<file path="config.mk">
export PLATFORM = sky130hd
export DESIGN_NAME = seq_subtractor_flat
export DESIGN_NICKNAME = d
export VERILOG_FILES = /design/src/rtl/seq_subtractor_if.sv /design/src/rtl/seq_subtractor.sv /design/src/flat_wrapper.sv
export SDC_FILE = /design/constraint.sdc
export NUM_CORES = 1
export LEC_CHECK = 0
export CORE_ASPECT_RATIO = 0.7
export CORE_MARGIN = 3
export CORE_UTILIZATION = 25
export CTS_CLUSTER_DIAMETER = 200
export DETAILED_ROUTE_END_ITERATION = 7
export GPL_TIMING_DRIVEN = 0
export PLACE_DENSITY = 0.44
export SETUP_SLACK_MARGIN = 0.3
export SLEW_MARGIN = 10
export SYNTH_ARGS = -nofsm -noshare
export SYNTH_HDL_FRONTEND = slang
export SYNTH_SLANG_ARGS = --single-unit
</file>
<file path="constraint.sdc">
create_clock -name clk_i -period 3.57 [get_ports clk_i]
set_input_delay 0.5355 -clock clk_i [delete_from_list [all_inputs] [get_ports clk_i]]
set_output_delay 0.5355 -clock clk_i [all_outputs]
set_load 0.01 [all_outputs]
</file>
<file path="src/rtl/seq_subtractor_if.sv">
// Operand/result handshake bundle for seq_subtractor: valid/ready on the input
// side (operands) and on the output side (difference, borrow, overflow).
interface seq_subtractor_if #(
  parameter int WIDTH = 8
);
  logic             in_valid_i;
  logic             in_ready_o;
  logic [WIDTH-1:0] a_i;
  logic [WIDTH-1:0] b_i;
  logic             borrow_i;
  logic             out_valid_o;
  logic             out_ready_i;
  logic [WIDTH-1:0] diff_o;
  logic             borrow_o;
  logic             overflow_o;

  modport slave (
    input  in_valid_i, a_i, b_i, borrow_i, out_ready_i,
    output in_ready_o, out_valid_o, diff_o, borrow_o, overflow_o
  );

  modport master (
    output in_valid_i, a_i, b_i, borrow_i, out_ready_i,
    input  in_ready_o, out_valid_o, diff_o, borrow_o, overflow_o
  );
endinterface

</file>
<file path="src/rtl/seq_subtractor.sv">
// Multi-cycle a - b - borrow_in: a ripple of BITS_PER_CYCLE full-subtractor cells
// is applied slice by slice, LSB first, with the borrow carried in a register.
module seq_subtractor #(
  parameter int WIDTH          = 8,
  parameter int BITS_PER_CYCLE = 1,
  parameter bit SIGNED         = 1'b0
) (
  input logic             clk_i,
  input logic             rst_n_i,
  seq_subtractor_if.slave bus
);

  localparam int N   = WIDTH / BITS_PER_CYCLE;
  localparam int CW  = (N > 1) ? $clog2(N) : 1;
  localparam int MSB = WIDTH - 1;
  localparam logic [CW-1:0] LAST = CW'(N - 1);

  if (WIDTH < 1 || BITS_PER_CYCLE < 1 || (WIDTH % BITS_PER_CYCLE) != 0) begin : g_param_chk
    $error("seq_subtractor: BITS_PER_CYCLE must be >= 1 and divide WIDTH");
  end

  typedef enum logic [1:0] {
    S_IDLE = 2'd0,
    S_CALC = 2'd1,
    S_DONE = 2'd2
  } state_t;

  state_t r_state;
  state_t w_state_nxt;

  logic [WIDTH-1:0]          r_a;
  logic [WIDTH-1:0]          r_b;
  logic [WIDTH-1:0]          r_acc;
  logic [WIDTH-1:0]          r_diff;
  logic                      r_bin;
  logic                      r_borrow;
  logic                      r_ovf;
  logic [CW-1:0]             r_cnt;

  int                        w_base;
  logic [BITS_PER_CYCLE-1:0] w_x;
  logic [BITS_PER_CYCLE-1:0] w_y;
  logic [BITS_PER_CYCLE-1:0] w_sd;
  logic                      w_bout;
  logic [WIDTH-1:0]          w_acc_nxt;
  logic                      w_last;
  logic                      w_ovf;

  // Ripple of full-subtractor cells; returns {borrow_out, diff_slice}.
  function automatic logic [BITS_PER_CYCLE:0] sub_slice(
    input logic [BITS_PER_CYCLE-1:0] x,
    input logic [BITS_PER_CYCLE-1:0] y,
    input logic                      bin
  );
    logic [BITS_PER_CYCLE-1:0] d;
    logic                      c;
    c = bin;
    d = '0;
    for (int i = 0; i < BITS_PER_CYCLE; i++) begin
      d[i] = x[i] ^ y[i] ^ c;
      c    = (~x[i] & y[i]) | (~(x[i] ^ y[i]) & c);
    end
    return {c, d};
  endfunction

  always_comb begin
    w_base    = int'(r_cnt) * BITS_PER_CYCLE;
    w_x       = r_a[w_base +: BITS_PER_CYCLE];
    w_y       = r_b[w_base +: BITS_PER_CYCLE];
    {w_bout, w_sd} = sub_slice(w_x, w_y, r_bin);
    w_acc_nxt = r_acc;
    w_acc_nxt[w_base +: BITS_PER_CYCLE] = w_sd;
    w_last    = (r_cnt == LAST);
    // Signed overflow: operands of opposite sign and the result sign flipped away from a.
    w_ovf     = SIGNED ? ((r_a[MSB] != r_b[MSB]) && (w_acc_nxt[MSB] != r_a[MSB])) : w_bout;
  end

  always_ff @(posedge clk_i or negedge rst_n_i) begin
    if (!rst_n_i) begin
      r_state <= S_IDLE;
    end else begin
      r_state <= w_state_nxt;
    end
  end

  always_comb begin
    w_state_nxt     = r_state;
    bus.in_ready_o  = 1'b0;
    bus.out_valid_o = 1'b0;
    unique case (r_state)
      S_IDLE: begin
        bus.in_ready_o = 1'b1;
        if (bus.in_valid_i) w_state_nxt = S_CALC;
      end
      S_CALC: begin
        if (w_last) w_state_nxt = S_CALC == r_state ? S_DONE : S_CALC;
      end
      S_DONE: begin
        bus.out_valid_o = 1'b1;
        if (bus.out_ready_i) w_state_nxt = S_IDLE;
      end
      default: w_state_nxt = S_IDLE;
    endcase
  end

  always_ff @(posedge clk_i or negedge rst_n_i) begin
    if (!rst_n_i) begin
      r_a      <= '0;
      r_b      <= '0;
      r_acc    <= '0;
      r_diff   <= '0;
      r_bin    <= 1'b0;
      r_borrow <= 1'b0;
      r_ovf    <= 1'b0;
      r_cnt    <= '0;
    end else if (r_state == S_IDLE && bus.in_valid_i) begin
      r_a   <= bus.a_i;
      r_b   <= bus.b_i;
      r_bin <= bus.borrow_i;
      r_acc <= '0;
      r_cnt <= '0;
    end else if (r_state == S_CALC) begin
      r_acc <= w_acc_nxt;
      r_bin <= w_bout;
      r_cnt <= r_cnt + 1'b1;
      // Published results only move on the final slice; they hold otherwise.
      if (w_last) begin
        r_diff   <= w_acc_nxt;
        r_borrow <= w_bout;
        r_ovf    <= w_ovf;
      end
    end
  end

  assign bus.diff_o     = r_diff;
  assign bus.borrow_o   = r_borrow;
  assign bus.overflow_o = r_ovf;

endmodule

</file>
<file path="src/flat_wrapper.sv">
// flat-port wrapper written by rule: the top's interface ports become plain ports
module seq_subtractor_flat 
#(
  parameter int WIDTH          = 8,
  parameter int BITS_PER_CYCLE = 1,
  parameter bit SIGNED         = 1'b0
)
  (clk_i, rst_n_i, bus_in_valid_i, bus_a_i, bus_b_i, bus_borrow_i, bus_out_ready_i, bus_in_ready_o, bus_out_valid_o, bus_diff_o, bus_borrow_o, bus_overflow_o);
  seq_subtractor_if #(.WIDTH(WIDTH)) bus_i ();
  input logic clk_i;
  input logic rst_n_i;
  input wire logic [$bits(bus_i.in_valid_i)-1:0] bus_in_valid_i;
  input wire logic [$bits(bus_i.a_i)-1:0] bus_a_i;
  input wire logic [$bits(bus_i.b_i)-1:0] bus_b_i;
  input wire logic [$bits(bus_i.borrow_i)-1:0] bus_borrow_i;
  input wire logic [$bits(bus_i.out_ready_i)-1:0] bus_out_ready_i;
  output wire logic [$bits(bus_i.in_ready_o)-1:0] bus_in_ready_o;
  output wire logic [$bits(bus_i.out_valid_o)-1:0] bus_out_valid_o;
  output wire logic [$bits(bus_i.diff_o)-1:0] bus_diff_o;
  output wire logic [$bits(bus_i.borrow_o)-1:0] bus_borrow_o;
  output wire logic [$bits(bus_i.overflow_o)-1:0] bus_overflow_o;
  assign bus_i.in_valid_i = bus_in_valid_i;
  assign bus_i.a_i = bus_a_i;
  assign bus_i.b_i = bus_b_i;
  assign bus_i.borrow_i = bus_borrow_i;
  assign bus_i.out_ready_i = bus_out_ready_i;
  assign bus_in_ready_o = bus_i.in_ready_o;
  assign bus_out_valid_o = bus_i.out_valid_o;
  assign bus_diff_o = bus_i.diff_o;
  assign bus_borrow_o = bus_i.borrow_o;
  assign bus_overflow_o = bus_i.overflow_o;
  seq_subtractor #(.WIDTH(WIDTH), .BITS_PER_CYCLE(BITS_PER_CYCLE), .SIGNED(SIGNED)) u_core (.clk_i(clk_i), .rst_n_i(rst_n_i), .bus(bus_i));
endmodule
</file>
==> run_results.csv, run 1 <==
group,metric,value,unit
sta,fin_ws,615,ps
pwr,p_per_area,970,mW/mm^2
sta,finalCritPeriodShare,0.828,
placed_design,place_ws,508,ps
grt,antenna_found_initial,0,
run_status,outcome,"finished, final reports clean",
worst_setup_path,rr_worst_depth,8,
layout,nFillCells,811,
clocking,path_clk_slew,60,ps
clocking,ctsHoldBuffers,0,
sta,fin_tns_setup,0,ps
clocking,cts.sinks,39,
drt,first_iter_violations,38,
layout,fin_nets,255,
synthesis,ys_types,38,
layout,syn2layout_area_growth,32.2,%
grt,grt-ovfl-total,0,
drt,wl,4880,um
sta,tightest_slew,659,ps
run,cap_violations,0,
synthesis,ys.flop_type,"dfrtp_1",
floorplan,die_y,82.1,um
floorplan,die-area,0.00941,sq mm
clocking,clock_path_buffers,2,
grt,grt_use_total,0.115,
sta,max_slew_margin,0.560,
worst_setup_path,cp.required,3770,ps
worst_setup_path,endpoint_kind,"flop",
synthesis,syn-mean-instance-area,11.1,sq um
floorplan,core_area,0.00794,sq mm
sta,fin_worst_skew,4.62,ps
sta,grt_setup_unrepaired,"no",
drt,dr.pass1.iters,4,
grt,busiest_layer,"met1",
pwr,irDropWorstVdd,0.301,mV
layout,drive_gt1_frac,0.167,
floorplan,die_w,115,um
grt,grt_max_degree,22,
grt,grt_pass1_wl,8220,um
grt,use_met1,0.175,
drt,drc,0,
worst_setup_path,crit_fanout,10,
grt,met2_usage,0.152,
synthesis,syn_area,0.00207,sq mm
sta,maxSlewViolCount,0,
layout,antenna_cells,0,
sta,whs,211,ps
drt,via_per_inst,4.64,
placed_design,portBuffers,32,
placed_design,gp_congestion,0.816,
placed_design,hpwl,3640,um
grt,grt_pass1_vias,1542,
floorplan,initial_core_util,0.260,
clocking,insertion_delay,280,ps
pwr,leakagePower,1.13,nW
clocking,htree_levels,2,
synthesis,synth_edf_count,0,
sta,fin_crit,2950,ps
grt,use_met3,0.0295,
synthesis,syn_inst,186,
drt,num_vias,1523,
synthesis,yosys_warnings,0,
clocking,clockRootBuffer,"clkbuf_16",
worst_setup_path,critPathKind,"reg2reg",
worst_setup_path,start_kind,"flop",
synthesis,seq_area_frac_synth,0.472,
drt,routedWlPerCell,14.9,um
floorplan,num_io_pins,33,
sta,setup-violations-final,0,
synthesis,ys_async_sr_fraction,1.00,
worst_setup_path,arrival,3160,ps
synthesis,ys_seq_elements,39,
drt,ant_nets,0,
synthesis,syn-num-nets,215,
clocking,cts_tree,"yes",
hold_path,hold_class,"in2async",
clocking,cts_buffers,5,
sta,max_freq,338,MHz
floorplan,rows,27,
pwr,total_power,0.00265,W
sta,hold_violations,0,
## flip-flops by register name, indices dropped and copies added, names as in the netlist
register,count
u_core.r_b,8
u_core.r_a,8
u_core.bus.borrow_o,1
u_core.r_cnt,3
u_core.bus.diff_o,8
u_core.r_acc,8
u_core.r_state,2
u_core.r_bin,1
## cell usage after synthesis (2+ instances only)
cell type  count  area share
o31ai_1        2      0.0073
ha_1           7       0.042
mux2_2        16       0.087
inv_1          8       0.015
a31oi_1        8       0.024
o21ai_0       13       0.031
buf_2          5       0.012
o22ai_1        2      0.0061
or3b_1         3       0.013
nand2b_1       7       0.021
dfrtp_1       39        0.47
nand3b_1       5       0.018
or3_1          4       0.012
nand3_1        4      0.0097
nand2_1       16       0.029
and4b_1        2      0.0097
o311ai_0       3       0.013
o21bai_1       2      0.0073
nor2_1        10       0.018
clkbuf_1       4      0.0073
mux4_1         4       0.051
o211ai_1       6       0.022
## through the flow
| stage | area [sq um] | util | instances |
|---|---|---|---|
| final | 2730 | 0.344 | 328 |
| after global routing | 2730 | 0.344 | 328 |
| after CTS | 2730 | 0.344 | 328 |
| after detailed placement | 2540 | 0.319 | 320 |
| after global placement | 2510 | 0.317 | 319 |
| after floorplan | 2070 | - | 186 |
## area by class of cell
cell class	count	area, sq um	share of cell area
Buffer	11	61.3	0.0224
Clock buffer	5	125	0.0458
Clock inverter	3	67.6	0.0247
Inverter	8	30.0	0.0110
Multi-Input combinational cell	128	1000	0.367
Sequential cell	39	977	0.358
Tap cell	101	126	0.0462
Timing Repair Buffer	33	343	0.125
## cell families after synthesis
family	synth area share
flip-flops	0.472
AND/OR/NAND/NOR	0.167
AO/OA/AOI/OAI	0.123
multiplexers	0.143
adder cells (fa/ha/maj)	0.0521
buffers and inverters	0.0430
## layer usage
| layer | wire [um] | part of all wire |
|---|---|---|
| met3 | 188 | 0.039 |
| met2 | 1850 | 0.38 |
| met5 | 0 | 0 |
| met1 | 2820 | 0.58 |
| met4 | 15 | 0.0031 |
## worst max-delay path, cell delays in order, from the launching register on
cell and delay, ps:
dfrtp_2 440, clkbuf_4 250, mux4_1 560, nand2_1 80, nand2_1 70, fa_1 650, nand3b_1 120, or4_1 510
a31oi_1 180
## worst paths after layout
path | from | to | slack (ps)
hold reg to reg | u_core.r_a[5] | u_core.r_a[5] | 500
setup reg to reg | u_core.r_cnt[0] | u_core.bus.diff_o[7] | 620
hold / removal | rst_n_i | u_core.r_acc[2] | 210
setup / recovery | u_core.r_cnt[0] | u_core.bus.diff_o[7] | 620
max in group asynchronous | rst_n_i | u_core.r_cnt[0] | 2880
min in group clk_i | u_core.r_a[5] | u_core.r_a[5] | 500
## power breakdown
| part | internal, W | leakage (nW) | total [W] | switching (W) |
|---|---|---|---|---|
| Clock | 0.000400 | 0.0900 | 0.000579 | 0.000179 |
| Sequential | 0.000657 | 0.480 | 0.000794 | 0.000136 |
| Combinational | 0.000624 | 0.558 | 0.00128 | 0.000655 |
## what timing repair did
item	CTS	global route
buffers inserted	0	0
setup endpoints to repair	0	2
gates resized for setup	0	2
## placed cells by master (no fill, tap or decap), types with 2 or more instances in the layout
cell type	count
ha_1	7
or3_1	4
inv_1	8
clkbuf_1	4
o21ai_0	13
o211ai_1	6
o311ai_0	3
nand2_1	16
mux2_2	16
and4b_1	2
nand3b_1	5
o21bai_1	2
nand3_1	4
mux4_1	4
o31ai_1	2
nor2_1	10
or3b_1	3
buf_2	5
o22ai_1	2
bufinv_16	2
clkdlybuf4s50_1	31
nand2b_1	7
clkbuf_16	5
dfrtp_1	38
a31oi_1	8
Power figures use the tool's default switching activity.
==> run 2: changes to the inputs <==
- clock period: 3.57 -> 3.08 ns (I/O delays scaled with it)
==> run_results.csv, run 2 (same netlist as run 1, synthesis figures left out) <==
group,metric,value,unit
run_status,outcome,"finished, final reports clean",
worst_setup_path,rr_worst_depth,8,
layout,fin_nets,259,
floorplan,die_w,115,um
layout,stdcell_count,332,
worst_setup_path,arrival,2840,ps
worst_setup_path,critPathKind,"reg2reg",
layout,syn2layout_area_growth,34.3,%
placed_design,place_ws,17.8,ps
worst_setup_path,start_kind,"flop",
worst_setup_path,r2r-start,"u_core.r_cnt[0]",
clocking,htree_levels,2,
grt,grt_max_degree,22,
placed_design,gp_congestion,0.816,
worst_setup_path,crit_slowest_cell,"fa_2",
sta,grt_setup_unrepaired,"no",
drt,via_per_inst,4.65,
drt,wl_met3,172,um
worst_setup_path,crit_path_frequent_cell,"nand2_1",
grt,grt_pass1_vias,1549,
drt,drc,0,
worst_setup_path,cp.required,3290,ps
sta,hold_violations,0,
worst_setup_path,worstReg2RegEnd,"u_core.bus.diff_o[7]",
layout,layout_commonest_cell,"dfrtp_1",
floorplan,initial_core_util,0.260,
sta,fin_tns_setup,0,ps
sta,setup-violations-final,0,
placed_design,portBuffers,32,
sta,fin_worst_skew,4.32,ps
worst_setup_path,critPathBufInv,1,
clocking,clock_path_buffers,2,
clocking,cts.sinks,39,
hold_path,hold_class,"in2async",
sta,maxSlewViolCount,0,
worst_setup_path,crit_fanout,5,
drt,num_vias,1545,
sta,tightest_slew,687,ps
drt,ant_nets,0,
sta,max_slew_margin,0.541,
clocking,clockRootBuffer,"clkbuf_16",
layout,layout_common_cells,"dfrtp_1 (38), clkdlybuf4s50_1 (31), nand2_1 (16), mux2_2 (16), o21ai_0 (12)",
clocking,cts_tree,"yes",
worst_setup_path,critPathMaxStageDelay,630,ps
layout,postLayoutCoreUtil,0.350,
drt,maxUsedRoutingLayer,"met4",
grt,grt_use_total,0.115,
floorplan,num_io_pins,33,
clocking,ctsHoldBuffers,0,
floorplan,rows,27,
sta,max_freq,380,MHz
worst_setup_path,r2r_slack,450,ps
clocking,insertion_delay,280,ps
floorplan,die_y,82.1,um
sta,fin_crit,2630,ps
pwr,irDropWorstVdd,0.346,mV
pwr,leakagePower,1.14,nW
placed_design,dp.cells,320,
grt,grt_pass1_wl,8240,um
grt,antenna_found_initial,0,
drt,dr.pass1.iters,4,
drt,wl,5010,um
worst_setup_path,endpoint_kind,"flop",
floorplan,core_area,0.00794,sq mm
drt,first_iter_violations,54,
run,cap_violations,0,
floorplan,die-area,0.00941,sq mm
drt,met2_length,1920,um
clocking,path_clk_slew,60,ps
layout,antenna_cells,0,
placed_design,hpwl,3640,um
clocking,cts_buffers,5,
sta,finalCritPeriodShare,0.855,
sta,fin_ws,448,ps
worst_setup_path,crit_chain,"buf_8, mux4_2, nand2_1, nand2_1, fa_2, nand3b_1, or4_4, a31oi_2",
grt,grt-ovfl-total,0,
drt,routedWlPerCell,15.1,um
worst_setup_path,crit_family,"simple AND/OR/NAND/NOR gates",
layout,drive_gt1_frac,0.203,
drt,wl_met1,2900,um
pwr,p_per_area,1160,mW/mm^2
## run 2: cell type report
type / instances / area, sq um
Clock buffer: 5 / 125
Tap cell: 101 / 126
Multi-Input combinational cell: 128 / 1010
Fill cell: 803 / 5160
Buffer: 11 / 68.8
Timing Repair Buffer: 37 / 373
Inverter: 8 / 30.0
Clock inverter: 3 / 67.6
Sequential cell: 39 / 977
## run 2: where the power goes
part / internal, W / leakage [nW] / switching (W)
clock: 0.000464 / 0.0900 / 0.000210
combinational: 0.000816 / 0.573 / 0.000804
sequential: 0.000762 / 0.480 / 0.000154
## run 2: metal layers
metal  global-route usage  up-vias
li1                     -      766
met2                0.153       24
met3               0.0295        2
met4               0.0427        0
met5                    0        -
met1                0.175      753
## run 2: what timing repair did
action                     4_1_cts  5_1_grt
pin swaps                        0        3
setup endpoints to repair       13        2
gates resized for setup          4        6
setup buffers                    1        3
## run 2: through the flow
step,total power [W],hold slack (ps),area [sq um]
after detailed placement,0.00242,452,2540
after CTS,0.00315,148,2750
after global routing,0.00348,163,2780
after floorplan,0.00190,166,2070
after global placement,0.00242,484,2510
final,0.00321,135,2780
## run 2: how the worst max path moves through the flow
stage               startpoint                   end  slack [ps]  cells after the start
3_3_place_gp   u_core.r_cnt[0]  u_core.bus.diff_o[7]           9                      8
2_1_floorplan  u_core.r_cnt[0]  u_core.bus.diff_o[7]         360                      8
5_1_grt        u_core.r_cnt[0]  u_core.bus.diff_o[7]         310                      8
6_report       u_core.r_cnt[0]  u_core.bus.diff_o[7]         450                      8
3_5_place_dp   u_core.r_cnt[0]  u_core.bus.diff_o[7]          20                      8
4_1_cts        u_core.r_cnt[0]  u_core.bus.diff_o[7]         340                      8
## run 2: worst reg2reg max path, stage by stage, from the launching register on
cell,delay (ps)
dfrtp_2,380
buf_8,120
mux4_2,490
nand2_1,80
nand2_1,80
fa_2,630
nand3b_1,110
or4_4,500
a31oi_2,180
==> run 3: changes to the inputs <==
- SKIP_LAST_GASP: not set -> 1
==> results of run 3 <==
The final DEF is identical to that of run 2; final timing and power are the same.
